[config.mk]
export PLATFORM = sky130hd
export DESIGN_NAME = iomem_game_regs
export DESIGN_NICKNAME = d
export VERILOG_FILES = /design/src/rtl/iomem_game_pkg.sv /design/src/rtl/btn_debounce.sv /design/src/rtl/iomem_game_regs.sv
export SDC_FILE = /design/constraint.sdc
export NUM_CORES = 1
export LEC_CHECK = 0
export ABC_CLOCK_PERIOD_IN_PS = 2250
export CAP_MARGIN = 20
export CORE_MARGIN = 1
export CORE_UTILIZATION = 45
export DETAILED_ROUTE_END_ITERATION = 10
export PLACE_DENSITY = 0.73
export SYNTH_ARGS = -nofsm -noshare
export SYNTH_HDL_FRONTEND = slang
export SYNTH_SLANG_ARGS = --single-unit
[constraint.sdc]
create_clock -name clk -period 2.25 [get_ports clk]
set_input_delay 0.675 -clock clk [delete_from_list [all_inputs] [get_ports clk]]
set_output_delay 0.675 -clock clk [all_outputs]
set_load 0.01 [all_outputs]
[src/rtl/iomem_game_pkg.sv]
// Shared constants for the game register block: register map offsets,
// CTRL/BTN_STATUS bit positions and parameter defaults.
package iomem_game_pkg;

  localparam logic [7:0] BASE_PAGE_DEF = 8'h04;
  localparam int NUM_POS_DEF  = 4;
  localparam int POS_W_DEF    = 10;
  localparam int NUM_BTN_DEF  = 4;
  localparam int DB_COUNT_DEF = 1000000;

  // register indices relative to NUM_POS
  localparam int REG_BTN_STATUS = 0;
  localparam int REG_CTRL       = 1;

  localparam int CTRL_SYNC = 0;
  localparam int FLAG_OFS  = 16;

endpackage

[src/rtl/btn_debounce.sv]
// One button: 2-FF synchroniser, hold-time counter, debounced level
// and a single-cycle pulse on each debounced rising edge.
module btn_debounce #(
  parameter int DB_COUNT = 1000000
) (
  input  logic clk,
  input  logic resetn,
  input  logic btn_i,
  output logic level_o,
  output logic rise_o
);

  localparam int CW = $clog2(DB_COUNT);
  localparam logic [CW-1:0] CNT_TOP = CW'(DB_COUNT - 1);

  logic [1:0]    sync_q, sync_d;
  logic [CW-1:0] cnt_q, cnt_d;
  logic [CW-1:0] cnt_inc;
  logic          level_q, level_d;

  always_comb begin
    sync_d  = {sync_q[0], btn_i};
    cnt_inc = cnt_q + CW'(1);
    cnt_d   = '0;
    level_d = level_q;
    rise_o  = 1'b0;
    if (sync_q[1] != level_q) begin
      if (cnt_inc == CNT_TOP) begin
        level_d = ~level_q;
        rise_o  = ~level_q;
      end else begin
        cnt_d = cnt_inc;
      end
    end
  end

  always_ff @(posedge clk or negedge resetn) begin
    if (!resetn) begin
      sync_q  <= '0;
      cnt_q   <= '0;
      level_q <= 1'b0;
    end else begin
      sync_q  <= sync_d;
      cnt_q   <= cnt_d;
      level_q <= level_d;
    end
  end

  assign level_o = level_q;

endmodule

[src/rtl/iomem_game_regs.sv]
// picosoc iomem slave: position shadow/active registers with optional
// frame-synchronous commit, debounced buttons with sticky press flags.
module iomem_game_regs
  import iomem_game_pkg::*;
#(
  parameter logic [7:0] BASE_PAGE = BASE_PAGE_DEF,
  parameter int NUM_POS  = NUM_POS_DEF,
  parameter int POS_W    = POS_W_DEF,
  parameter int NUM_BTN  = NUM_BTN_DEF,
  parameter int DB_COUNT = DB_COUNT_DEF
) (
  input  logic                     clk,
  input  logic                     resetn,
  input  logic                     iomem_valid,
  output logic                     iomem_ready,
  input  logic [3:0]               iomem_wstrb,
  input  logic [31:0]              iomem_addr,
  input  logic [31:0]              iomem_wdata,
  output logic [31:0]              iomem_rdata,
  input  logic [NUM_BTN-1:0]       btn,
  input  logic                     frame_start,
  output logic [NUM_POS*POS_W-1:0] pos_out,
  output logic                     irq
);

  localparam logic [5:0] IDX_BTN  = 6'(NUM_POS + REG_BTN_STATUS);
  localparam logic [5:0] IDX_CTRL = 6'(NUM_POS + REG_CTRL);

  logic [5:0]  idx;
  logic        access, wr_en;
  logic        is_pos, is_btn, is_ctrl;
  logic [31:0] smask, wmask, rd_val;

  logic [POS_W-1:0] shadow_q [NUM_POS];
  logic [POS_W-1:0] shadow_d [NUM_POS];
  logic [POS_W-1:0] active_q [NUM_POS];
  logic [POS_W-1:0] active_d [NUM_POS];

  logic        ready_q, ready_d;
  logic        armed_q, armed_d;
  logic        sync_q, sync_d;
  logic        irq_q, irq_d;
  logic [31:0] rdata_q, rdata_d;

  logic [NUM_BTN-1:0] level, rise, clr;
  logic [NUM_BTN-1:0] flag_q, flag_d;

  logic unused_addr;
  assign unused_addr = ^{iomem_addr[23:8], iomem_addr[1:0]};

  assign idx     = iomem_addr[7:2];
  assign is_pos  = idx < IDX_BTN;
  assign is_btn  = idx == IDX_BTN;
  assign is_ctrl = idx == IDX_CTRL;

  // armed_q blocks an access still held across reset release
  assign access = (iomem_addr[31:24] == BASE_PAGE) && iomem_valid &&
                  !ready_q && armed_q;
  assign wr_en  = access && (iomem_wstrb != 4'b0);

  assign smask = {{8{iomem_wstrb[3]}}, {8{iomem_wstrb[2]}},
                  {8{iomem_wstrb[1]}}, {8{iomem_wstrb[0]}}};
  assign wmask = iomem_wdata & smask;

  for (genvar b = 0; b < NUM_BTN; b++) begin : g_btn
    btn_debounce #(
      .DB_COUNT(DB_COUNT)
    ) u_db (
      .clk    (clk),
      .resetn (resetn),
      .btn_i  (btn[b]),
      .level_o(level[b]),
      .rise_o (rise[b])
    );
  end

  always_comb begin
    rd_val = '0;
    unique case (1'b1)
      is_pos: begin
        for (int i = 0; i < NUM_POS; i++)
          if (idx == 6'(i)) rd_val = 32'(shadow_q[i]);
      end
      is_btn: begin
        rd_val[NUM_BTN-1:0]          = level;
        rd_val[FLAG_OFS +: NUM_BTN] = flag_q;
      end
      is_ctrl: rd_val[CTRL_SYNC] = sync_q;
      default: rd_val = '0;
    endcase
  end

  always_comb begin
    ready_d = access;
    rdata_d = access ? rd_val : rdata_q;
    armed_d = armed_q | ~iomem_valid;
    sync_d  = sync_q;
    clr     = '0;
    for (int i = 0; i < NUM_POS; i++) begin
      shadow_d[i] = shadow_q[i];
      active_d[i] = (!sync_q || frame_start) ? shadow_q[i] : active_q[i];
    end
    if (wr_en) begin
      for (int i = 0; i < NUM_POS; i++)
        if (is_pos && idx == 6'(i))
          shadow_d[i] = POS_W'((32'(shadow_q[i]) & ~smask) | wmask);
      if (is_ctrl && smask[CTRL_SYNC]) sync_d = iomem_wdata[CTRL_SYNC];
      if (is_btn) clr = wmask[FLAG_OFS +: NUM_BTN];
    end
    // a new press wins over a simultaneous clear
    flag_d = (flag_q & ~clr) | rise;
    irq_d  = |flag_d;
  end

  always_ff @(posedge clk or negedge resetn) begin
    if (!resetn) begin
      ready_q <= 1'b0;
      armed_q <= 1'b0;
      sync_q  <= 1'b0;
      irq_q   <= 1'b0;
      rdata_q <= '0;
      flag_q  <= '0;
      for (int i = 0; i < NUM_POS; i++) begin
        shadow_q[i] <= '0;
        active_q[i] <= '0;
      end
    end else begin
      ready_q  <= ready_d;
      armed_q  <= armed_d;
      sync_q   <= sync_d;
      irq_q    <= irq_d;
      rdata_q  <= rdata_d;
      flag_q   <= flag_d;
      shadow_q <= shadow_d;
      active_q <= active_d;
    end
  end

  for (genvar g = 0; g < NUM_POS; g++) begin : g_pos
    assign pos_out[g*POS_W +: POS_W] = active_q[g];
  end

  assign iomem_ready = ready_q;
  assign iomem_rdata = rdata_q;
  assign irq         = irq_q;

endmodule

==> results.toml, run 1 <==
[run_status]
status = "complete, but fails checks"
violations = "negative setup slack"

[final_layout]
fin_area_sq_um = 13100
drive_above_1_share_pct = 36.6
final_cell_mix = "192 x dfrtp_1, 135 x buf_4, 83 x clkdlybuf4s50_1"
mostFrequentLayoutCell = "dfrtp_1"
fin_util_pct = 64.2
nNetsFinal = 1173
fill_cells = 1498
antenna_cells = 0
area_delta_synth_final_pct = 39.2

[timing]
setup_violations = 58
maxSlewViolCount = 0
final_critical_path_setup_slack_ps = -236
worst_slew_pin_slew_ps = 889
hold_viol_final = 0
max_freq_mhz = 402
period_needed_ps = 2490
finClkSkew_ps = 13.6
grt_setup_unrepaired = "true"
relSlewSlack_pct = 40.5
fin_crit_sh_pct = 110
fin_tns_setup_ps = -5460

[critical_path]
critPathArrivalTime_ps = 2790
r2r_slack_ps = -240
cp_max_fo = 9
endpoint_kind = "flip-flop"
crit_buf_inv = 2
r2r-end = "g_btn[0].u_db.cnt_q[19]"
endpoint = "g_btn[0].u_db.cnt_q[19]"
worstSetupPathType = "reg -> reg"
start_kind = "flip-flop"
crit_path_cell_trace = "buf_4 > ha_4 > nand3_4 > nor4_4 > xor2_1 > o21ai_0 > or4_4 > buf_12 > nand2_8 > nor2_1"
crit_family = "simple AND/OR/NAND/NOR gates"
crit_start = "g_btn[0].u_db.cnt_q[0]"
slowest_stage = "or4_4"
worst-r2r-cell-count = 10
cp.required_ps = 2560
crit_cells = 10
cp_slowest_stage_delay_ps = 600
r2r_start = "g_btn[0].u_db.cnt_q[0]"

[routing]
wl_microns = 23600
via_per_inst = 5.44
first_pass_iters = 5
top_layer = "met4"
wire_per_inst_microns = 17.2
wl_met3_microns = 1010
drtIter0Drc = 409
drcViolationCount = 0
met1_length_microns = 10100
num_vias = 7458
met2_length_microns = 12000
ant_nets = 0

[clocking]
clkTransAtPathRegs_ps = 80
numCtsBuffers = 17
clockRootBuffer = "clkbuf_16"
clk_latency_ps = 440
htreeDepth = 4
cts_sinks = 194
clk_path_buf_depth = 2
cts_tree = "done"

[die]
start_util_pct = 46.1
die_y_microns = 147
die-area_sq_um = 21500
die_w_microns = 147
core_area_sq_um = 20400
num_rows = 52
io_pins = 150

[pwr]
leakagePower_nw = 5.78
ir_drop_mv = 0.468
power_mw = 7.02
power_density_nw_per_um2 = 537

[synth]
yosysWarnings = 0
netlist_instances = 846
synth_mux_area_share_pct = 13.2
ys_seq_area_share_pct = 51.7
synth_adder_area_share_pct = 1.07
synth-seq-cells = 194
synth_compound_area_share_pct = 4.87
async_flop_share_pct = 100
synth_area_sq_um = 9400
synthFlopType = "dfrtp_1"
synth_cell_type_count = 76
synthSimpleGateAreaFrac_pct = 19.0
avgSynthCellArea_sq_um = 11.1
synth_xor_area_share_pct = 6.71
synth_top_family_by_area = "simple AND/OR/NAND/NOR gates"
synth-edff-count = 0

[global_routing]
grt_usage_pct = 21.7
antenna_found_initial = 0
overflow = 0
grt_max_degree = 57
grt_pass1_vias = 7450
grt_pass1_wl_microns = 37100

[place]
gp_congestion = 0.915
port_buffers = 94
place_area_sq_um = 11500
pre_cts_ws_ps = -632
dpl.hpwl_microns = 15400

[run]
cap_violations = 0

[worst_hold_path]
min_path_type = "in -> async"
[worst min path at each step]
stage / from / end / slack (ps)
4_1_cts: resetn / g_btn[0].u_db.cnt_q[7] / 170
2_1_floorplan: g_btn[0].u_db.sync_q[0] / g_btn[0].u_db.sync_q[1] / 330
3_5_place_dp: g_btn[3].u_db.sync_q[0] / g_btn[3].u_db.sync_q[1] / 340
3_3_place_gp: g_btn[1].u_db.sync_q[0] / g_btn[1].u_db.sync_q[1] / 330
6_report: resetn / g_btn[3].u_db.cnt_q[9] / 170
5_1_grt: resetn / g_btn[0].u_db.cnt_q[7] / 190
[layout make-up]
| class | instances | area [sq um] | share of cell area (%) |
|---|---|---|---|
| clock inverter | 15 | 183 | 1.40 |
| clock buffer | 17 | 425 | 3.25 |
| sequential | 194 | 4860 | 37.1 |
| inverter | 18 | 67.6 | 0.517 |
| multi-input combinational | 609 | 4930 | 37.7 |
| tap | 270 | 338 | 2.58 |
| timing repair buffer | 249 | 2280 | 17.4 |
[worst register-to-register path: stages, from the launching register on]
cell and delay (ps):
dfrtp_1 360, buf_4 120, ha_4 140, nand3_4 110, nor4_4 270, xor2_1 270, o21ai_0 150, or4_4 610
buf_12 170, nand2_8 90, nor2_1 80
[per-layer routing]
| metal | GRT usage [%] | up-vias |
|---|---|---|
| met3 | 4.38 | 44 |
| met4 | 7.92 | 0 |
| met1 | 27.7 | 3761 |
| met5 | 0 | - |
| met2 | 36.7 | 214 |
| li1 | - | 3439 |
[cell families after synthesis]
group           after synthesis
buf+inv                      61
mux                         100
simple gates                342
other cells                   1
compound gates               68
fa+ha+maj                     8
flops                       194
xor+xnor                     72
[synth_stat cells (all sizes together), types with 2 or more instances]
cell,n,area (sq um)
a211oi,2,15.0
a21o,2,15.0
a21oi,14,70.1
a22o,6,52.6
a22oi,4,30.0
a31oi,2,12.5
and2,4,25.0
and3,13,83.8
and4,5,43.8
buf,30,213
clkbuf,13,51.3
dfrtp,194,4850
ha,8,100
inv,18,67.6
mux2,85,961
mux2i,5,50.1
mux4,10,225
nand2,63,253
nand2b,16,100
nand3,40,205
nand3b,6,45.0
nand4,19,140
nand4b,3,26.3
nor2,105,394
nor2b,6,37.5
nor3,23,120
nor3b,6,50.1
nor4,16,113
nor4b,4,41.3
o21a,2,15.0
o21ai,16,80.1
o22a,2,17.5
o22ai,2,12.5
o31ai,2,15.0
or2,2,12.5
or3,4,30.0
or4,3,22.5
or4b,2,20.0
xnor2,40,350
xor2,32,280
[report_power, final]
part / leakage [nW] / total (mW) / switching, mW / internal [mW]
Sequential: 2.66 / 3.53 / 0.0240 / 3.51
Combinational: 2.82 / 0.435 / 0.239 / 0.196
Clock: 0.297 / 3.06 / 1.54 / 1.51
[what timing repair did]
action / 4_1_cts / 5_1_grt
pin swaps: 17 / 57
hold buffers: 0 / 0
setup endpoints to repair: 113 / 116
gates resized for setup: 46 / 118
buffers inserted: 16 / 18
cloned: 2 / 3
[per-stage QoR]
step                      hold slack (ps)  cells
after floorplan                       331    863
after global placement                334   1302
after detailed placement              338   1302
after CTS                             172   1352
after global routing                  191   1372
final                                 173   1372
No activity file was read; power rests on OpenSTA's default activity.
==> run 2, diff against run 1 <==
--- a/config.mk
+++ b/config.mk
@@ -5,12 +5,13 @@
 export SDC_FILE = /design/constraint.sdc
 export NUM_CORES = 1
 export LEC_CHECK = 0
-export ABC_CLOCK_PERIOD_IN_PS = 2250
+export ABC_CLOCK_PERIOD_IN_PS = 2100
 export CAP_MARGIN = 20
 export CORE_MARGIN = 1
 export CORE_UTILIZATION = 45
 export DETAILED_ROUTE_END_ITERATION = 10
 export PLACE_DENSITY = 0.73
+export REMOVE_ABC_BUFFERS = 1
 export SYNTH_ARGS = -nofsm -noshare
 export SYNTH_HDL_FRONTEND = slang
 export SYNTH_SLANG_ARGS = --single-unit
==> constraint.sdc (replaced) <==
create_clock -name clk -period 2.1 [get_ports clk]
set_input_delay 0.63 -clock clk [delete_from_list [all_inputs] [get_ports clk]]
set_output_delay 0.63 -clock clk [all_outputs]
set_load 0.01 [all_outputs]
==> results.toml, run 2 (same netlist as run 1, synthesis figures left out) <==
[global_routing]
antenna_found_initial = 0
grt_usage_pct = 23.0
grt_max_degree = 55
overflow = 0
grt_pass1_vias = 7625
grt_pass1_wl_microns = 39100

[run_status]
violations = "negative setup slack"
status = "complete, but fails checks"

[critical_path]
slowest_stage = "or4_4"
r2r-end = "g_btn[0].u_db.level_o"
cp_max_fo = 5
worstSetupPathType = "reg -> reg"
r2r_slack_ps = -370
cp.required_ps = 2420
endpoint_kind = "flip-flop"
start_kind = "flip-flop"
crit_path_cell_trace = "buf_6 > nand4_1 > buf_4 > nor3_1 > nor4_1 > o21ai_1 > or4_4 > mux2_4"
worst-r2r-cell-count = 8
cp_slowest_stage_delay_ps = 620
critPathArrivalTime_ps = 2790
r2r_start = "g_btn[0].u_db.cnt_q[0]"

[clocking]
numCtsBuffers = 17
clockRootBuffer = "clkbuf_16"
htreeDepth = 4
cts_tree = "done"
clk_path_buf_depth = 2
clkTransAtPathRegs_ps = 80
clk_latency_ps = 440
cts_sinks = 194

[pwr]
net-switching-power_mw = 1.97
p_int_mw = 5.68
p_comb_share_pct = 7.2
ir_drop_mv = 0.505
p_sw_share_pct = 25.7
clkPwrFrac_pct = 43.3
power_density_nw_per_um2 = 554
power_mw = 7.64
seq_power_share_pct = 49.6
leakagePower_nw = 6.02

[routing]
wire_per_inst_microns = 17.9
drtIter0Drc = 388
wl_microns = 25200
num_vias = 7611
via_per_inst = 5.39
ant_nets = 0
first_pass_iters = 5
drcViolationCount = 0

[timing]
max_freq_mhz = 405
final_critical_path_setup_slack_ps = -369
setup_violations = 88
period_needed_ps = 2470
fin_crit_sh_pct = 118
hold_viol_final = 0
maxSlewViolCount = 0
finClkSkew_ps = 20.4
grt_setup_unrepaired = "true"

[final_layout]
mostFrequentLayoutCell = "dfrtp_1"
fin_util_pct = 67.8
nNetsFinal = 1214
drive_above_1_share_pct = 43.0
final_cell_mix = "190 x dfrtp_1, 163 x buf_4, 81 x clkdlybuf4s50_1"
area_delta_synth_final_pct = 46.9
antenna_cells = 0

[die]
die_w_microns = 147
core_area_sq_um = 20400
start_util_pct = 46.1
io_pins = 150
die-area_sq_um = 21500
num_rows = 52
die_y_microns = 147

[run]
cap_violations = 0

[worst_hold_path]
min_path_type = "in -> async"

[place]
port_buffers = 94
dpl.hpwl_microns = 15500
gp_congestion = 0.847
run 2: how the worst max path moves through the flow:
stage,from,endpoint
after floorplan,frame_start,pos_out[0]
after global placement,iomem_addr[25],irq
after detailed placement,iomem_addr[25],irq
after CTS,g_btn[0].u_db.cnt_q[1],g_btn[0].u_db.level_o
after global routing,g_btn[0].u_db.cnt_q[1],g_btn[0].u_db.level_o
final,g_btn[0].u_db.cnt_q[0],g_btn[0].u_db.level_o
run 2: timing repair:
item	4_1_cts	5_1_grt
cloned	4	0
pin swaps	52	61
gates resized for setup	142	139
buffers inserted	29	17
endpoints found under the setup margin	123	111
hold buffers	0	0
run 2: worst max-delay path: cells and delay by family (launching register included):
| kind | cells | cell delay [ps] |
|---|---|---|
| AOI/OAI and AO/OA | 1 | 120 |
| buffers and inverters | 2 | 290 |
| and+or+nand+nor | 4 | 1200 |
| muxes | 1 | 320 |
| DFF | 1 | 410 |
run 2: layout make-up:
cell class                      instances  area (sq um)
Fill cell                            1395          6560
Multi-Input combinational cell        608          5260
Sequential cell                       194          4860
Timing Repair Buffer                  291          2650
Clock buffer                           18           439
Tap cell                              270           338
Clock inverter                         14           180
Inverter                               18          72.6
run 2: through the flow:
stage	cells	area (sq um)	setup WS [ps]	setup TNS, ps	hold slack [ps]
finish	1413	13800	-369	-14750	147
detailed placement	1335	11700	-706	-47950	336
global placement	1335	11700	-568	-41430	332
floorplan	820	9200	-885	-86400	331
global route	1413	13800	-449	-21240	171
CTS	1400	13200	-321	-8790	156
run 2: routing by layer:
layer	vias up	global-route usage (%)	wire length (microns)
met1	3816	29.6	10700
met5	-	0	0
met4	0	7.24	657
met3	56	5.94	1500
li1	3517	-	-
met2	222	37.8	12400
run 2: power by group through the flow:
stage               Sequential [mW]  Clock [mW]  Combinational (mW)
floorplan                      3.86           0              0.0972
global placement               3.85           0               0.396
detailed placement             3.85           0               0.400
CTS                            3.79        3.36               0.490
global route                   3.79        3.53               0.598
finish                         3.79        3.31               0.549
